===== config.mk =====
export PLATFORM = sky130hd
export DESIGN_NAME = pipeline_rr_scheduler
export DESIGN_NICKNAME = d
export VERILOG_FILES = /design/src/rtl/pipeline_rr_scheduler.sv
export SDC_FILE = /design/constraint.sdc
export NUM_CORES = 1
export LEC_CHECK = 0
export CAP_MARGIN = 15
export CORE_MARGIN = 3
export CORE_UTILIZATION = 50
export CTS_CLUSTER_DIAMETER = 60
export DETAILED_ROUTE_END_ITERATION = 6
export DONT_BUFFER_PORTS = 1
export PLACE_DENSITY = 0.66
export SYNTH_ARGS = -nofsm -noshare
export SYNTH_HDL_FRONTEND = slang
export SYNTH_SLANG_ARGS = --single-unit
export TNS_END_PERCENT = 100

===== constraint.sdc =====
create_clock -name clk -period 6.95 [get_ports clk]
set_input_delay 1.7375 -clock clk [delete_from_list [all_inputs] [get_ports clk]]
set_output_delay 1.7375 -clock clk [all_outputs]
set_load 0.05 [all_outputs]

===== src/rtl/pipeline_rr_scheduler.sv =====
// Round-robin front end for a fixed-latency, non-stallable datapath: grants one
// requester per cycle, tags the item, and steers each result back to its owner.
module pipeline_rr_scheduler #(
    parameter int BIT_WIDTH        = 10,
    parameter int NUMBER_OF_STAGES = 5,
    parameter int NUM_REQ          = 4,
    parameter int ID_WIDTH         = 2,
    parameter int CNT_WIDTH        = 3
) (
    input  logic                          clk,
    input  logic                          reset_n,
    input  logic [NUM_REQ-1:0]            req_valid,
    input  logic [NUM_REQ*BIT_WIDTH-1:0]  req_data,
    input  logic [NUM_REQ-1:0]            req_mask,
    output logic [NUM_REQ-1:0]            req_grant,
    output logic [BIT_WIDTH-1:0]          pipe_in,
    input  logic [BIT_WIDTH-1:0]          pipe_out,
    output logic [NUM_REQ-1:0]            resp_valid,
    output logic [ID_WIDTH-1:0]           resp_id,
    output logic [BIT_WIDTH-1:0]          resp_data,
    input  logic                          drain_req,
    output logic                          drain_done,
    output logic [CNT_WIDTH-1:0]          inflight
);

    localparam int SUM_W = ID_WIDTH + 1;

    typedef enum logic [1:0] {
        RUN    = 2'd0,
        DRAIN  = 2'd1,
        HALTED = 2'd2
    } state_t;

    state_t                  state;
    state_t                  state_next;
    logic                    grant_allow;
    logic [ID_WIDTH-1:0]     rr_ptr;
    logic [ID_WIDTH-1:0]     grant_idx;
    logic [ID_WIDTH-1:0]     offset;
    logic                    grant_any;
    logic [NUM_REQ-1:0]      eligible;
    logic [NUM_REQ-1:0]      rotated;
    logic [2*NUM_REQ-1:0]    elig_dbl;
    logic [SUM_W-1:0]        winner_sum;
    logic [NUMBER_OF_STAGES-1:0] tag_valid;
    logic [ID_WIDTH-1:0]     tag_id [NUMBER_OF_STAGES];
    logic                    tail_valid;
    logic [ID_WIDTH-1:0]     tail_id;

    // State register; drain_done is the registered image of HALTED.
    always_ff @(posedge clk or negedge reset_n) begin
        if (!reset_n) begin
            state      <= RUN;
            drain_done <= 1'b0;
        end else begin
            state      <= state_next;
            drain_done <= (state_next == HALTED);
        end
    end

    always_comb begin
        state_next = state;
        case (state)
            RUN:     if (drain_req) state_next = DRAIN;
            DRAIN: begin
                if (!drain_req)                              state_next = RUN;
                else if (inflight == '0 && !tail_valid)      state_next = HALTED;
            end
            HALTED:  if (!drain_req) state_next = RUN;
            default: state_next = RUN;
        endcase
    end

    // Grants are also held off while reset is asserted so no request is
    // consumed by a scheduler that is being cleared.
    always_comb begin
        grant_allow = (state == RUN) && reset_n;
    end

    // Handshake: req_grant[r] is high in the same cycle as req_valid[r]; the
    // requester treats its current data as consumed at that clock edge.
    always_comb begin
        eligible   = req_valid & req_mask & {NUM_REQ{grant_allow}};
        elig_dbl   = {eligible, eligible} >> rr_ptr;
        rotated    = elig_dbl[NUM_REQ-1:0];
        grant_any  = |rotated;
        offset     = '0;
        for (int i = NUM_REQ - 1; i >= 0; i--) begin
            if (rotated[i]) offset = ID_WIDTH'(i);
        end
        winner_sum = {1'b0, rr_ptr} + {1'b0, offset};
        if (winner_sum >= SUM_W'(NUM_REQ)) winner_sum = winner_sum - SUM_W'(NUM_REQ);
        grant_idx  = winner_sum[ID_WIDTH-1:0];
    end

    always_comb begin
        req_grant = '0;
        pipe_in   = '0;
        for (int r = 0; r < NUM_REQ; r++) begin
            if (grant_any && grant_idx == ID_WIDTH'(r)) begin
                req_grant[r] = 1'b1;
                pipe_in      = req_data[r*BIT_WIDTH +: BIT_WIDTH];
            end
        end
    end

    always_ff @(posedge clk or negedge reset_n) begin
        if (!reset_n) begin
            rr_ptr <= '0;
        end else if (grant_any) begin
            rr_ptr <= (grant_idx == ID_WIDTH'(NUM_REQ - 1)) ? '0 : grant_idx + ID_WIDTH'(1);
        end
    end

    // Tag shift register has the datapath's depth, so its tail is aligned with pipe_out.
    always_ff @(posedge clk or negedge reset_n) begin
        if (!reset_n) begin
            tag_valid <= '0;
            for (int s = 0; s < NUMBER_OF_STAGES; s++) tag_id[s] <= '0;
        end else begin
            tag_valid[0] <= grant_any;
            tag_id[0]    <= grant_any ? grant_idx : '0;
            for (int s = 1; s < NUMBER_OF_STAGES; s++) begin
                tag_valid[s] <= tag_valid[s-1];
                tag_id[s]    <= tag_id[s-1];
            end
        end
    end

    always_comb begin
        tail_valid = tag_valid[NUMBER_OF_STAGES-1];
        tail_id    = tag_id[NUMBER_OF_STAGES-1];
        resp_valid = '0;
        resp_id    = tail_valid ? tail_id : '0;
        for (int r = 0; r < NUM_REQ; r++) begin
            if (tail_valid && tail_id == ID_WIDTH'(r)) resp_valid[r] = 1'b1;
        end
    end

    assign resp_data = pipe_out;

    always_ff @(posedge clk or negedge reset_n) begin
        if (!reset_n) begin
            inflight <= '0;
        end else begin
            case ({grant_any, tail_valid})
                2'b10:   inflight <= inflight + CNT_WIDTH'(1);
                2'b01:   inflight <= inflight - CNT_WIDTH'(1);
                default: inflight <= inflight;
            endcase
        end
    end

endmodule


==> qor.csv <==
metric,value,unit
Setup crit end kind,primary output,
Main synth FF type,dfrtp_1,
std cell rows,19,
Hold Buf Count CTS,0,
Worst Clk Skew,7.19,ps
synth cell count leaders,"dfrtp_1 (23), nand2_1 (22), inv_1 (15)",
largest net degree at the start of global routing,25,
GRT Total Usage,0.176,
Initial Util,0.548,
Synth Area in Compound Gates,0.228,
CP arrival,4850,ps
grt total ovfl,0,
Synth Area in Adders,0.0604,
outcome,"finished, final reports clean",
antenna violations before repair,0,
Die Y,62.1,microns
nets,239,
core area,0.00288,sq mm
IO buf count,0,
worst path cell trace,"nand2_1, a21o_1, mux4_2, a31oi_1, ha_1, xor2_1, xnor2_1, ha_1, a221oi_1, a211o_1, a21oi_1, buf_4",
post-DR vias/cell,6.06,
gpl congestion,0.782,
max_cap viols,0,
Yosys cell types,34,
Peak VDD IR,0.252,mV
Ports,95,
CTS tree,built,
global route hottest layer,met2,
CTS root buffer,clkbuf_4,
Max clock buf depth,2,
cts bufs inserted,3,
CP Max Fanout,21,
Ant. Diodes,0,
final worst-path cycle share,0.947,
fraction of registers with async set or reset after synthesis,1.00,
"CP delay by family, top",compound AO/OA/AOI/OAI gates,
Syn Nets,242,
DRC errors left,0,
largest family of logic cells by synthesized area,compound AO/OA/AOI/OAI gates,
multiplexer share of the synthesized area,0.0270,
share of cells above drive strength 1,0.129,
Worst-path clk slew,120,ps
synth warn,0,
crit path kind,primary input to primary output,
final slew viol count,0,
Pwr Density,456,mW/mm^2
Leak,0.787,nW
Synth Area in XOR/XNOR,0.0334,
post-CTS sizing,0,
final setup vio count,0,
sequential share of the synthesized area,0.365,
Tmin final,6580,ps
number of global-route vias before repair,1224,
first-pass iteration count of the detailed router,5,
die area,0.00386,sq mm
met3 usage,0.0396,
chip width,62.1,microns
area share of and/or/nand/nor cells after synthesis,0.175,
largest cells by area after synthesis,"dfrtp_1 (37%), a211o_1 (6.1%), a221oi_1 (5.6%)",
wire per inst,16.3,microns
final hold vios,0,
total chip power,0.741,mW
Mapped Area,0.00158,sq mm
hpwl dp,2770,microns
setup repair after global routing missed its margin,false,
1st-iter DRT viols,66,
clk sinks,23,
TNS Setup,0,ps
CP max stage delay,630,ps
htree depth,1,
synthesis-to-finish area growth,3.10,%
Synth area leader,dfrtp_1,
Mapped Cells,174,
worst path bufs/invs,1,
first-pass GRT wire length,5620,microns
Post-CTS Setup Inserts,0,
Min Hold Slack,355,ps
DR vias,1284,
post-synth top area share,0.365,
Detail Route Antenna Nets,0,
Worst path most repeated cell,ha_1,
synthesized area per cell,9.05,sq um
Critical-path top delay cell,ha_1,
met2 Use GR,0.315,
R2R depth,8,
"Clk Latency, worst-skew pair",290,ps
hold path depth,0,
M1 GR Usage,0.206,
CP startpoint kind,primary input,
actual slew at the worst max-slew pin,940,ps
CP required,5210,ps
"EDFF count, synth",0,
worst hold path class,flop to flop,
Slew Limit Headroom,0.372,
most common cell in the netlist,dfrtp_1,
Routed WL,3450,microns
critical path depth in cells,12,
Fmax achieved,152,MHz
Yosys reg bits,23,
## flip-flops by register name, summed over array words and instances (netlist names)
register,count
inflight,3
state,2
drain_done,1
rr_ptr,2
tail_id,2
tag_valid,5
tag_id,8
## through the flow
stage	cell area, sq um	util	instances	worst slack [ps]
after global routing	1620	0.565	212	78.9
after global placement	1600	0.555	208	519
after detailed placement	1600	0.555	208	383
after floorplan	1580	-	174	297
final	1620	0.565	212	367
after CTS	1620	0.565	212	384
## cell type report
cell class | instances | area, sq um
Clock inverter | 1 | 5.00
Inverter | 15 | 56.3
Multi-Input combinational cell | 117 | 830
Clock buffer | 3 | 22.5
Sequential cell | 23 | 576
Tap cell | 42 | 52.6
Fill cell | 262 | 1250
Timing Repair Buffer | 11 | 82.6
## worst paths after layout
| kind | start | endpoint | slack (ps) |
|---|---|---|---|
| setup / recovery | req_valid[2] | pipe_in[0] | 370 |
| hold / removal | tag_id[3]$_DFF_PN0_ | tail_id[1]$_DFF_PN0_ | 360 |
| setup reg to reg | rr_ptr[0]$_DFFE_PN0P_ | rr_ptr[0]$_DFFE_PN0P_ | 4170 |
| hold reg to reg | tag_id[3]$_DFF_PN0_ | tail_id[1]$_DFF_PN0_ | 360 |
| max in group asynchronous | reset_n | tag_id[3]$_DFF_PN0_ | 5760 |
| min in group asynchronous | reset_n | tag_id[9]$_DFF_PN0_ | 1120 |
## placed cells by master, fill, tap and decap left out, types with 2 or more instances in the layout
cell / synthesis / routed
a31oi_1: 2 / 2
a211o_1: 11 / 11
a22o_1: 2 / 2
xor2_1: 4 / 4
nand2_1: 22 / 22
nor2b_1: 12 / 12
buf_4: 10 / 11
and2_1: 7 / 7
inv_1: 15 / 15
ha_1: 6 / 6
nand3_1: 4 / 4
a21oi_1: 12 / 12
xnor2_1: 2 / 2
a221oi_1: 10 / 10
a32oi_1: 2 / 2
a22o_2: 2 / 2
mux2i_1: 2 / 2
nor2_1: 6 / 6
dfrtp_1: 23 / 23
clkbuf_4: 0 / 3
## logic make-up (layout without fill, tap and decap cells)
group                    after synthesis  after routing
buffers and inverters                 34             30
adder cells (fa/ha/maj)                7              7
AND/OR/NAND/NOR                       55             55
AO/OA/AOI/OAI                         46             46
multiplexers                           3              3
flip-flops                            23             23
XOR/XNOR                               6              6
## power breakdown
group	internal (mW)	leakage, nW	switching [mW]
clock	0.0214	0.0177	0.0354
combinational	0.178	0.468	0.271
sequential	0.167	0.302	0.0672
total	0.367	0.787	0.374
## per-layer routing
metal  wire length [microns]  share of wire  vias up
met1                    1310           0.38      616
met4                      31         0.0090        0
met5                       0              0        -
met2                    1790           0.52       72
li1                        -              -      592
met3                     309          0.090        4
Note: power is estimated with default switching activity, not from simulation.
